File: config.mk
export PLATFORM = sky130hd
export DESIGN_NAME = be_slot_arbiter
export DESIGN_NICKNAME = d
export VERILOG_FILES = /design/src/rtl/be_slot_arbiter.sv
export SDC_FILE = /design/constraint.sdc
export NUM_CORES = 1
export LEC_CHECK = 0
export BUFFER_PORTS_ARGS = -buffer_cell sky130_fd_sc_hd__buf_4
export CORE_ASPECT_RATIO = 1.5
export CORE_MARGIN = 1
export CORE_UTILIZATION = 55
export CTS_CLUSTER_SIZE = 16
export DETAILED_ROUTE_END_ITERATION = 10
export PLACE_DENSITY_LB_ADDON = 0.08
export SETUP_SLACK_MARGIN = 0.2
export SLEW_MARGIN = 15
export SYNTH_ARGS = -nofsm -noshare
export SYNTH_HDL_FRONTEND = slang
export SYNTH_SLANG_ARGS = --single-unit
File: constraint.sdc
create_clock -name aclk -period 5.9 [get_ports aclk]
set_input_delay 1.18 -clock aclk [delete_from_list [all_inputs] [get_ports aclk]]
set_output_delay 1.18 -clock aclk [all_outputs]
set_load 0.01 [all_outputs]
File: src/rtl/be_slot_arbiter.sv
`timescale 1ns/1ps
`default_nettype none
// ============================================================================
//  Module   : be_slot_arbiter
//  Purpose  : Round-robin arbiter sharing one backend transmit engine among
//             NUM_REQ frontend lanes, with per-lane request latching,
//             beat computation and hung-backend timeout recovery.
//  Revision : 1.0  initial release
// ============================================================================
module be_slot_arbiter #(
   parameter int NUM_REQ = 2,
   parameter int LEN_W   = 16,
   parameter int ADDR_W  = 6,
   parameter int TIMEOUT = 4096
) (
   input  logic                         aclk,
   input  logic                         areset,
   input  logic [NUM_REQ-1:0]           req_start,
   input  logic [NUM_REQ*LEN_W-1:0]     req_length,
   output logic [NUM_REQ-1:0]           req_finish,
   output logic                         be_start,
   output logic [LEN_W-1:0]             be_length,
   output logic [ADDR_W:0]              be_beats,
   output logic [$clog2(NUM_REQ)-1:0]   be_sel,
   input  logic                         be_finish,
   output logic                         busy,
   output logic                         timeout_err,
   output logic                         proto_err
);

   localparam int SEL_W = $clog2(NUM_REQ);
   // Beat arithmetic must hold len+31 without overflow and 2**ADDR_W+1
   localparam int CW    = (LEN_W + 1 > ADDR_W + 2) ? LEN_W + 1 : ADDR_W + 2;
   localparam int TW    = (TIMEOUT > 1) ? $clog2(TIMEOUT) : 1;
   localparam logic [TW-1:0]    TMAX     = TW'((TIMEOUT > 0) ? TIMEOUT - 1 : 0);
   localparam logic [CW-1:0]    BEAT_CAP = CW'(1) << ADDR_W;

   typedef enum logic [1:0] {
      S_IDLE  = 2'd0,
      S_ISSUE = 2'd1,
      S_BUSY  = 2'd2,
      S_DONE  = 2'd3
   } state_t;

   state_t                 state_q;
   logic [NUM_REQ-1:0]     pending_q, pending_d;
   logic [LEN_W-1:0]       len_q [NUM_REQ];
   logic [SEL_W-1:0]       rr_q;
   logic [SEL_W-1:0]       be_sel_q;
   logic [LEN_W-1:0]       be_length_q;
   logic [ADDR_W:0]        be_beats_q;
   logic                   be_start_q;
   logic                   busy_q;
   logic [NUM_REQ-1:0]     req_finish_q;
   logic                   timeout_err_q;
   logic                   proto_err_q;
   logic [TW-1:0]          timer_q;

   logic                   w_found_hi, w_found_lo, w_gnt_found;
   logic [SEL_W-1:0]       w_idx_hi, w_idx_lo, w_gnt_idx;
   logic [LEN_W-1:0]       w_gnt_len;
   logic [CW-1:0]          w_beats_raw;
   logic                   w_clamp;
   logic [ADDR_W:0]        w_beats;
   logic [SEL_W-1:0]       w_rr_next;
   logic [NUM_REQ-1:0]     w_latch;
   logic                   w_proto_hit;

   // Round-robin pick: lowest pending lane at/above rr wins, else lowest below
   always_comb begin
      w_found_hi = 1'b0;
      w_found_lo = 1'b0;
      w_idx_hi   = '0;
      w_idx_lo   = '0;
      for (int i = NUM_REQ - 1; i >= 0; i--) begin
         if (pending_q[i] && (SEL_W'(i) >= rr_q)) begin
            w_found_hi = 1'b1;
            w_idx_hi   = SEL_W'(i);
         end
         if (pending_q[i] && (SEL_W'(i) < rr_q)) begin
            w_found_lo = 1'b1;
            w_idx_lo   = SEL_W'(i);
         end
      end
      w_gnt_found = w_found_hi | w_found_lo;
      w_gnt_idx   = w_found_hi ? w_idx_hi : w_idx_lo;
      w_gnt_len   = len_q[w_gnt_idx];
      w_beats_raw = (CW'(w_gnt_len) + CW'(31)) >> 5;
      w_clamp     = (w_beats_raw > BEAT_CAP);
      w_beats     = w_clamp ? BEAT_CAP[ADDR_W:0] : w_beats_raw[ADDR_W:0];
      w_rr_next   = (be_sel_q == SEL_W'(NUM_REQ - 1)) ? '0 : be_sel_q + SEL_W'(1);
   end

   // Pending-set bookkeeping and protocol violation detection
   always_comb begin
      pending_d   = pending_q;
      w_latch     = '0;
      w_proto_hit = 1'b0;
      if (state_q == S_IDLE && w_gnt_found) begin
         pending_d[w_gnt_idx] = 1'b0;
         if (w_clamp) w_proto_hit = 1'b1;
      end
      for (int i = 0; i < NUM_REQ; i++) begin
         if (req_start[i]) begin
            if (pending_q[i] || (state_q != S_IDLE && be_sel_q == SEL_W'(i))) begin
               w_proto_hit = 1'b1;
            end else begin
               pending_d[i] = 1'b1;
               w_latch[i]   = 1'b1;
            end
         end
      end
   end

   // Pending flags and sticky protocol error
   always_ff @(posedge aclk) begin
      if (areset) begin
         pending_q   <= '0;
         proto_err_q <= 1'b0;
      end else begin
         pending_q <= pending_d;
         if (w_proto_hit) proto_err_q <= 1'b1;
      end
   end

   // Per-lane length capture on accepted requests
   always_ff @(posedge aclk) begin
      if (areset) begin
         for (int i = 0; i < NUM_REQ; i++) len_q[i] <= '0;
      end else begin
         for (int i = 0; i < NUM_REQ; i++) begin
            if (w_latch[i]) len_q[i] <= req_length[i*LEN_W +: LEN_W];
         end
      end
   end

   // Grant FSM with registered backend and completion outputs
   always_ff @(posedge aclk) begin
      if (areset) begin
         state_q       <= S_IDLE;
         rr_q          <= '0;
         be_sel_q      <= '0;
         be_length_q   <= '0;
         be_beats_q    <= '0;
         be_start_q    <= 1'b0;
         busy_q        <= 1'b0;
         req_finish_q  <= '0;
         timeout_err_q <= 1'b0;
         timer_q       <= '0;
      end else begin
         be_start_q    <= 1'b0;
         req_finish_q  <= '0;
         timeout_err_q <= 1'b0;
         case (state_q)
            S_IDLE: begin
               if (w_gnt_found) begin
                  be_sel_q    <= w_gnt_idx;
                  be_length_q <= w_gnt_len;
                  be_beats_q  <= w_beats;
                  be_start_q  <= (w_gnt_len != '0);
                  busy_q      <= 1'b1;
                  state_q     <= S_ISSUE;
               end
            end
            S_ISSUE: begin
               timer_q <= '0;
               // Zero-length requests complete without touching the backend
               if (be_length_q == '0) begin
                  req_finish_q[be_sel_q] <= 1'b1;
                  state_q                <= S_DONE;
               end else begin
                  state_q <= S_BUSY;
               end
            end
            S_BUSY: begin
               timer_q <= timer_q + TW'(1);
               if (be_finish) begin
                  req_finish_q[be_sel_q] <= 1'b1;
                  state_q                <= S_DONE;
               end else if (TIMEOUT != 0 && timer_q == TMAX) begin
                  req_finish_q[be_sel_q] <= 1'b1;
                  timeout_err_q          <= 1'b1;
                  state_q                <= S_DONE;
               end
            end
            S_DONE: begin
               rr_q    <= w_rr_next;
               busy_q  <= 1'b0;
               state_q <= S_IDLE;
            end
            default: state_q <= S_IDLE;
         endcase
      end
   end

   assign req_finish  = req_finish_q;
   assign be_start    = be_start_q;
   assign be_length   = be_length_q;
   assign be_beats    = be_beats_q;
   assign be_sel      = be_sel_q;
   assign busy        = busy_q;
   assign timeout_err = timeout_err_q;
   assign proto_err   = proto_err_q;

endmodule
`default_nettype wire

* After elaboration in Yosys (flattened, before gate mapping)
Memory sizes are Yosys's and may differ from the RTL's. Index checks and enable logic that the tools add are counted.
Operators by class: reduce and logical (&&, ||, !) cells 22, bitwise gates (word level) 9, $lt $le $gt $ge 9, eq/ne operators 6, add/subtract/negate cells 3, multiplexer cells 51
Operators by type and width (count):
- 1-bit two-way mux | 35
- 16-bit two-way mux | 2
- 12-bit case mux with 2 select lines | 1
- 16-bit by 5-bit adder with 17-bit output (second input constant) | 1
- 16-bit logical NOT | 1
- 16-bit nonzero test | 1
- 2-bit two-way mux | 7
- 12-bit by 1-bit adder with 12-bit output (second input constant) | 1
- 12-bit equality test (second input constant) | 1
- 12-bit by 7-bit greater-than comparator with 1-bit output (second input constant) | 1
- 1-bit logical AND | 9
- 2-bit case mux with 4 select lines | 1
- 7-bit two-way mux | 1
- 2-bit AND reduction | 3
- 2-bit nonzero test | 3
- 3-bit OR reduction | 2
- 2-bit equality test (second input constant) | 2
- 1-bit by 2-bit less-than comparator with 1-bit output (second input constant) | 2
- 1-bit NOT | 4
- 2-bit case mux with 2 select lines | 1
- 3-bit != test (second input constant) | 1
- 1-bit bitwise OR | 3
- 2-bit bitwise AND | 1
- 1-bit demux with 1-bit select | 2
- 10 further kinds | 14
Word-level totals: output and inout port bits 30, RAM bits 32, bits in registers 47, input bits 37, logic and storage cells 113, memories kept 1
Memories:
- len_q | depth 2, bits a word 16, read ports 1, clocked after memory_dff 0, wr ports 2, RTL line 47 | logic [LEN_W-1:0] len_q [NUM_REQ];

* Logic depth before layout (Yosys ltp)
Gate-level depths: netlist of the first run.
depth after elaboration 14, depth in mapped cells 10

* Worst setup path before layout of the first run
Ideal clock, no wire load.
kind input -> register, start input port req_start[0], end memory len_q[0][0] (enable), buffers on the path 0, path slack 3.689 ns, required time 5.528 ns, arrival 1.840 ns, stages 3, cells stage by stage nor3b_1 inv_1 nand2_1
RTL lines:
- start, declared | RTL line 18 | input logic [NUM_REQ-1:0] req_start,
- end, declared | RTL line 47

* Worst setup path after layout of the first run
start register rr_q, end register be_beats_q[0], in the netlist be_beats[0]
Between the ends: word-level cells in the longest chain between the ends 9, elaborated cells on any way between the ends 21, those cells by class add/sub (1); order compare (5); mux (8); bitwise (1); reduce/logical (5); memory (1)
Ends and longest elaborated chain:
- start, declared | RTL line 48 | logic [SEL_W-1:0] rr_q;
- start signal, assigned | RTL line 187 | rr_q <= w_rr_next;
- 1-bit less-than comparator / 1-bit >= comparator (equally long branches) | RTL line 80, 76
- 1-bit logical AND (on tied branches) | RTL line 80, 76
- 1-bit two-way mux (on tied branches) (2 in series) | RTL line 80, 76
- 1-bit two-way mux | RTL line 86 | w_gnt_idx = w_found_hi ? w_idx_hi : w_idx_lo;
- memory read 2 x 16 bit
- 16-bit by 5-bit adder with 17-bit output | RTL line 88 | w_beats_raw = (CW'(w_gnt_len) + CW'(31)) >> 5;
- 12-bit by 7-bit greater-than comparator with 1-bit output | RTL line 89 | w_clamp = (w_beats_raw > BEAT_CAP);
- 7-bit two-way mux | RTL line 90 | w_beats = w_clamp ? BEAT_CAP[ADDR_W:0] : w_beats_raw[ADDR_W:0];
- end signal, assigned | RTL line 159 | be_beats_q <= w_beats;
- end, declared | RTL line 51 | logic [ADDR_W:0] be_beats_q;
Several ways; a longest one is shown, not always the timed one. A chain may end at the register's enable or synchronous reset.

==> qor.yml, run 1 <==
detailed_routing:
  drt-initial-drc-count: 144
  drt_wl_total_um: 7750
  route.detailed.drc: 0
  vias_per_cell: 5.57
  first_pass_iters: 4
  vias: 2892
  wl_per_cell_um: 14.9
  detail-route-antenna-nets: 0
cts:
  cts_resized: 0
  htreeDepth: 3
  cts_buffers: 9
  cts.clk_slew.worst_paths_ns: 0.08
  clk-insertion-delay-late_ns: 0.35
  hold_buffers: 0
  cts_buffer_depth: 2
  cts_root_buf: "clkbuf_8"
  clock-sinks: 79
  cts_tree: "built"
  post-cts-setup-buffers: 0
timing:
  post-route-period-util_pct: 49.4
  setup_viol: 0
  post-route-min-period_ns: 2.91
  rsz0062_at_grt: "false"
  relSlewSlack_pct: 30.3
  finalHoldViolations: 0
  fin_worst_skew_ns: 0.00926
  max_freq_mhz: 343
  slew_violations: 0
  setup_tns_ns: 0
  worst_slew_pin_slew_ns: 1.05
synthesis:
  synth_top_area_cell: "edfxtp_1"
  avgSynthCellArea_um2: 9.64
  ys_seq_elements: 79
  synth-async-reset-ratio_pct: 0
  netlist.area_leader.share_pct: 26.4
  yosysUniqueCellTypes: 47
  syn_nets: 420
  synth_seq_area_share_pct: 52.2
  synthTopCellsByArea: "edfxtp_1 (26%), dfxtp_1 (26%), and2_1 (6.4%)"
  synth_edf_count: 32
  synth_flop_cell: "dfxtp_1"
  synth_cells: 378
  synth_area_mm2: 0.00364
  yosys_warnings: 0
setup_path:
  r2r_cells: 7
  critPathLaunchType: "flip-flop"
  path_max_fanout: 27
  arrival_ns: 3.16
  r2r_end: "be_beats[0]"
  crit_buf_inv: 0
  crit_slowest_cell: "and2_1"
  cp.depth: 7
  cp_top_family: "simple AND/OR/NAND/NOR gates"
  max_stage_delay_ns: 0.88
  r2r_slack_ns: 2.99
  rr_startpoint: "rr_q"
  path_class: "reg -> reg"
  end_kind: "flip-flop"
  path_cells: "nand2b_1, and2_1, a31oi_1, o31ai_1, a21oi_1, a31oi_2, nor2_1"
  required_ns: 6.14
final_layout:
  fin_area_mm2: 0.00434
  final_cell_mix: "buf_4 (68), nand2_1 (47), dfxtp_1 (47)"
  drive_gt1_share_pct: 20.1
  num-nets-final: 480
  antenna-diode-count: 0
  layout_commonest_cell: "buf_4"
  area_growth_pct: 19.2
global_routing:
  grt_pass1_wl_um: 12000
  antenna_found_initial: 0
  groute.usage.overall_pct: 23.7
  first_global_vias: 2615
  grt_start_max_net_pins: 41
  grt-ovfl-total: 0
die:
  dieArea_mm2: 0.00696
  fp.dieH_um: 102
  design.portCount: 67
  start_util_pct: 56.6
  die_w_um: 68.5
  row_count: 36
  core_area_mm2: 0.00644
worst_hold_path:
  hold_class: "reg -> reg"
  hp-start: "be_beats[3]"
  hold_path_depth: 2
  holdPathEnd: "be_beats[3]"
run_status:
  outcome: "completed"
pwr:
  powerDensity_mw_per_mm2: 431
  peakVddDrop_mv: 0.248
  p_leak_nw: 1.72
  power_mw: 1.87
placement:
  place.gp.congestion: 0.891
  hpwlAfterDp_um: 5850
  place_area_mm2: 0.00416
  port_buffers: 66
run:
  drv_cap: 0
-- flip-flops by register name, summed over array words and instances, names as in the netlist, 2 cells and up --
| signal | flops |
|---|---|
| len_q | 32 |
| pending_q | 2 |
| state_q | 2 |
| req_finish | 2 |
| timer_q | 12 |
| be_beats | 7 |
| be_length | 16 |
-- power by group --
group | total [mW] | switching (mW) | internal, mW
logic | 0.677 | 0.396 | 0.281
registers | 0.819 | 0.106 | 0.714
clock network | 0.374 | 0.184 | 0.190
total | 1.87 | 0.686 | 1.18
-- logic make-up after synthesis --
| kind of cell | Yosys count | synth area share [%] |
|---|---|---|
| flip-flops | 79 | 52.2 |
| buffers and inverters | 26 | 3.33 |
| AO/OA/AOI/OAI | 71 | 13.5 |
| XOR/XNOR | 12 | 2.88 |
| multiplexers | 7 | 2.27 |
| adder cells (fa/ha/maj) | 5 | 1.72 |
| AND/OR/NAND/NOR | 178 | 24.1 |
-- cell usage after synthesis, types with 5 or more instances --
library cell and n:
and2_1 37, a21oi_1 21, nand2_1 47, o21ai_0 10, a211oi_1 7, dfxtp_1 47, xor2_1 7, a31oi_1 5
xnor2_1 5, mux2i_1 6, nand3_1 12, clkbuf_1 14, a311oi_1 10, edfxtp_1 32, nor3_1 9, nor2_1 45
inv_1 7, ha_1 5, nand4_1 6
-- layout make-up --
class	instances	area, um2
Clock buffer	14	174
Timing Repair Buffer	68	510
Inverter	7	26.3
Tap cell	76	95.1
Fill cell	531	2100
Sequential cell	79	1900
Multi-Input combinational cell	273	1620
Clock inverter	2	11.3
-- metrics by stage --
stage / hold slack [ns] / setup slack [ns] / util [%] / cells
5_1_grt: 0.490 / 2.70 / 67.4 / 519
3_3_place_gp: 0.458 / 3.14 / 64.5 / 503
6_report: 0.464 / 2.99 / 67.4 / 519
2_1_floorplan: 0.463 / 3.69 / - / 378
3_5_place_dp: 0.452 / 3.05 / 64.5 / 503
4_1_cts: 0.465 / 3.05 / 67.4 / 519
-- how the worst max path moves through the flow --
stage,slack (ns),start,to
floorplan,3.69,req_start[0],len_q[0][0]
global placement,3.14,rr_q,be_beats[0]
detailed placement,3.05,rr_q,be_beats[0]
CTS,3.05,rr_q,be_beats[0]
global route,2.70,rr_q,be_beats[4]
finish,2.99,rr_q,be_beats[0]
-- layer usage --
| layer | track usage, % | routed length [um] | part of all wire, % |
|---|---|---|---|
| met5 | 0 | 0 | 0 |
| met4 | 12.0 | 209 | 2.7 |
| met3 | 6.64 | 396 | 5.1 |
| met2 | 38.9 | 3810 | 49 |
| met1 | 27.5 | 3340 | 43 |
-- tightest hold or removal path: stages (launching register included) --
cell and delay, ns:
dfxtp_1 0.32, nand2_1 0.05, a21oi_1 0.05
No activity file was read; power rests on OpenSTA's default activity.
==> inputs of run 2 (changes only) <==
--- a/config.mk
+++ b/config.mk
@@ -5,6 +5,7 @@
 export SDC_FILE = /design/constraint.sdc
 export NUM_CORES = 1
 export LEC_CHECK = 0
+export ABC_AREA = 1
 export BUFFER_PORTS_ARGS = -buffer_cell sky130_fd_sc_hd__buf_4
 export CORE_ASPECT_RATIO = 1.5
 export CORE_MARGIN = 1
==> constraint.sdc (replaced) <==
create_clock -name aclk -period 2.8 [get_ports aclk]
set_input_delay 0.56 -clock aclk [delete_from_list [all_inputs] [get_ports aclk]]
set_output_delay 0.56 -clock aclk [all_outputs]
set_load 0.01 [all_outputs]
==> qor.yml, run 2 <==
global_routing:
  grt_pass1_wl_um: 15900  # +33%
  grt-ovfl-total: 0  # unchanged
  groute.usage.overall_pct: 26.5  # +2.8 points
  grt_start_max_net_pins: 33  # -20%
  first_global_vias: 3540  # +35%
  antenna_found_initial: 0  # unchanged
cts:
  clock-sinks: 79  # unchanged
  clk-insertion-delay-late_ns: 0.35  # about the same
  cts_root_buf: "clkbuf_8"
  htreeDepth: 3  # unchanged
  cts.clk_slew.worst_paths_ns: 0.08  # about the same
  cts_tree: "built"
  post-cts-setup-buffers: 0  # unchanged
  cts_buffers: 9  # unchanged
  cts_buffer_depth: 2  # unchanged
setup_path:
  required_ns: 3.03  # -3.11 ns
  critPathLaunchType: "flip-flop"
  r2r_end: "proto_err"
  crit_slowest_cell: "dfxtp_1"
  path_class: "reg -> reg"
  critPathLaunch: "rr_q"
  r2r_cells: 17  # +10
  arrival_ns: 2.53  # -0.63 ns
  max_stage_delay_ns: 0.34  # -0.54 ns
  rr_startpoint: "rr_q"
  path_cells: "inv_2, nand2_4, nand2_8, nand2_1, nand2_2, inv_2, nand2_1, nor2_2, nand2_2, nand2_1, nand3_1, nor2_1, nand2_1, nand2_2, nand2_4, nand2_2, a21oi_2"
  crit_path_end: "proto_err"
  path_max_fanout: 26  # -3.7%
  end_kind: "flip-flop"
  r2r_slack_ns: 0.49  # -2.49 ns
worst_hold_path:
  hold_path_depth: 2  # unchanged
  hold_class: "in -> reg"
run_status:
  outcome: "completed"
detailed_routing:
  detail-route-antenna-nets: 0  # unchanged
  drt-initial-drc-count: 207  # +44%
  route.detailed.drc: 0  # unchanged
  wl_per_cell_um: 13.3  # -11%
  vias: 3649  # +26%
  first_pass_iters: 5  # +1
  vias_per_cell: 5.10  # -8.5%
  drt_wl_total_um: 9540  # +23%
timing:
  relSlewSlack_pct: 52.2  # +22 points
  slew_violations: 0  # unchanged
  setup_viol: 0  # unchanged
  setup_tns_ns: 0  # unchanged
  worst_slew_pin_slew_ns: 0.715  # -0.331 ns
  post-route-min-period_ns: 2.31  # -0.609 ns
  fin_worst_skew_ns: 0.00837  # -0.000892 ns
  post-route-period-util_pct: 82.3  # +33 points
  max_freq_mhz: 434  # +26%
  finalHoldViolations: 0  # unchanged
  rsz0062_at_grt: "false"
synthesis:
  syn_nets: 588  # +40%
  yosysMostFrequentCell: "nand2_1"
  ys_seq_elements: 79  # unchanged
  synth_flop_cell: "dfxtp_1"
  avgSynthCellArea_um2: 7.61  # -21%
  synth_area_mm2: 0.00416  # +14%
  synth_edf_count: 32  # unchanged
  yosysUniqueCellTypes: 35  # -26%
  yosys_warnings: 0  # unchanged
  synth_top_area_cell: "edfxtp_1"
  synth_common_cells: "nand2_1 (120), inv_1 (100), nor2_1 (52), dfxtp_1 (47), edfxtp_1 (32)"
  synthTopCellsByArea: "edfxtp_1 (23%), dfxtp_1 (23%), nand2_1 (11%)"
  netlist.area_leader.share_pct: 23.1  # -3.3 points
  synth_cells: 546  # +44%
  synth-async-reset-ratio_pct: 0  # unchanged
  synth_seq_area_share_pct: 45.8  # -6.4 points
final_layout:
  num-nets-final: 653  # +36%
  antenna-diode-count: 0  # unchanged
  regMostFlops: "len_q"
  layout_commonest_cell: "nand2_1"
  final_cell_mix: "nand2_1 (120), inv_1 (100), buf_4 (71)"
  post-route-util_pct: 67.3  # about the same
  area_growth_pct: 17.9
  drive_gt1_share_pct: 21.3  # +1.2 points
  largest_reg_flops: 32  # unchanged
placement:
  hpwlAfterDp_um: 7360  # +26%
  port_buffers: 66  # unchanged
  place.gp.congestion: 1.00  # +13%
pwr:
  powerDensity_mw_per_mm2: 906  # +110%
  peakVddDrop_mv: 0.458  # +85%
  p_leak_nw: 2.40  # +39%
die:
  fp.dieH_um: 108  # +6.7%
  row_count: 38  # +5.6%
  start_util_pct: 57.1  # +0.57 points
  die_w_um: 73.0  # +6.6%
  dieArea_mm2: 0.00792  # +14%
  design.portCount: 67  # unchanged
  core_area_mm2: 0.00727  # +13%
run:
  drv_cap: 0  # unchanged
## run 2: how the worst min path moves through the flow
stage,slack (ns),start,endpoint
after floorplan,0.44,timer_q[11],timer_q[11]
after global placement,0.46,be_beats[5],be_beats[5]
after detailed placement,0.46,timer_q[11],timer_q[11]
after CTS,0.37,be_finish,timeout_err
after global routing,0.37,be_finish,timeout_err
final,0.37,be_finish,timeout_err
## run 2: timing repair
action | CTS | global route
hold buffers | 0 | 0
gates resized for setup | 0 | 1
endpoints found under the setup margin | 0 | 2
## run 2: power by group
group          switching [mW]  internal [mW]
sequential              0.200           1.52
combinational            1.27          0.692
clock                   0.400          0.348
## run 2: cells by family (layout without fill, tap and decap cells)
family / count (synthesis) / count (layout) / share of synthesized area, %
buffers and inverters: 126 / 196 / 12.3
adder cells (fa/ha/maj): 5 / 5 / 1.51
AO/OA/AOI/OAI: 67 / 67 / 9.87
flip-flops: 79 / 79 / 45.8
XOR/XNOR: 1 / 1 / 0.391
AND/OR/NAND/NOR: 268 / 268 / 30.2
## run 2: final cells by class
type | instances | area [um2]
inverter | 109 | 409
tap | 100 | 125
sequential | 79 | 1900
fill | 651 | 2380
clock buffer | 13 | 149
multi-input combinational | 341 | 1760
timing repair buffer | 71 | 533
clock inverter | 3 | 18.8
## run 2: critical path, delay by kind of cell, from the launching register on
family	cells	cell delay (ns)
buffers and inverters	2	0.19
DFF	1	0.34
and+or+nand+nor	14	1.60
AOI/OAI and AO/OA	1	0.04
## run 2: layer usage
| layer | vias to the layer above | GRT usage, % | wire length [um] |
|---|---|---|---|
| li1 | 1853 | - | - |
| met1 | 1669 | 30.9 | 3950 |
| met2 | 108 | 46.7 | 4990 |
| met3 | 19 | 3.82 | 363 |
| met4 | 0 | 12.7 | 233 |
| met5 | - | 0 | 0 |
## run 2: metrics by stage
step	instance area (um2)	setup WS [ns]	power, mW	hold WS (ns)	instances
after floorplan	4160	0.919	3.05	0.439	546
after global placement	4720	0.489	3.67	0.456	700
after detailed placement	4720	0.460	3.70	0.455	700
after CTS	4890	0.448	4.44	0.366	716
after global routing	4900	0.248	4.78	0.367	716
final	4900	0.494	4.44	0.372	716
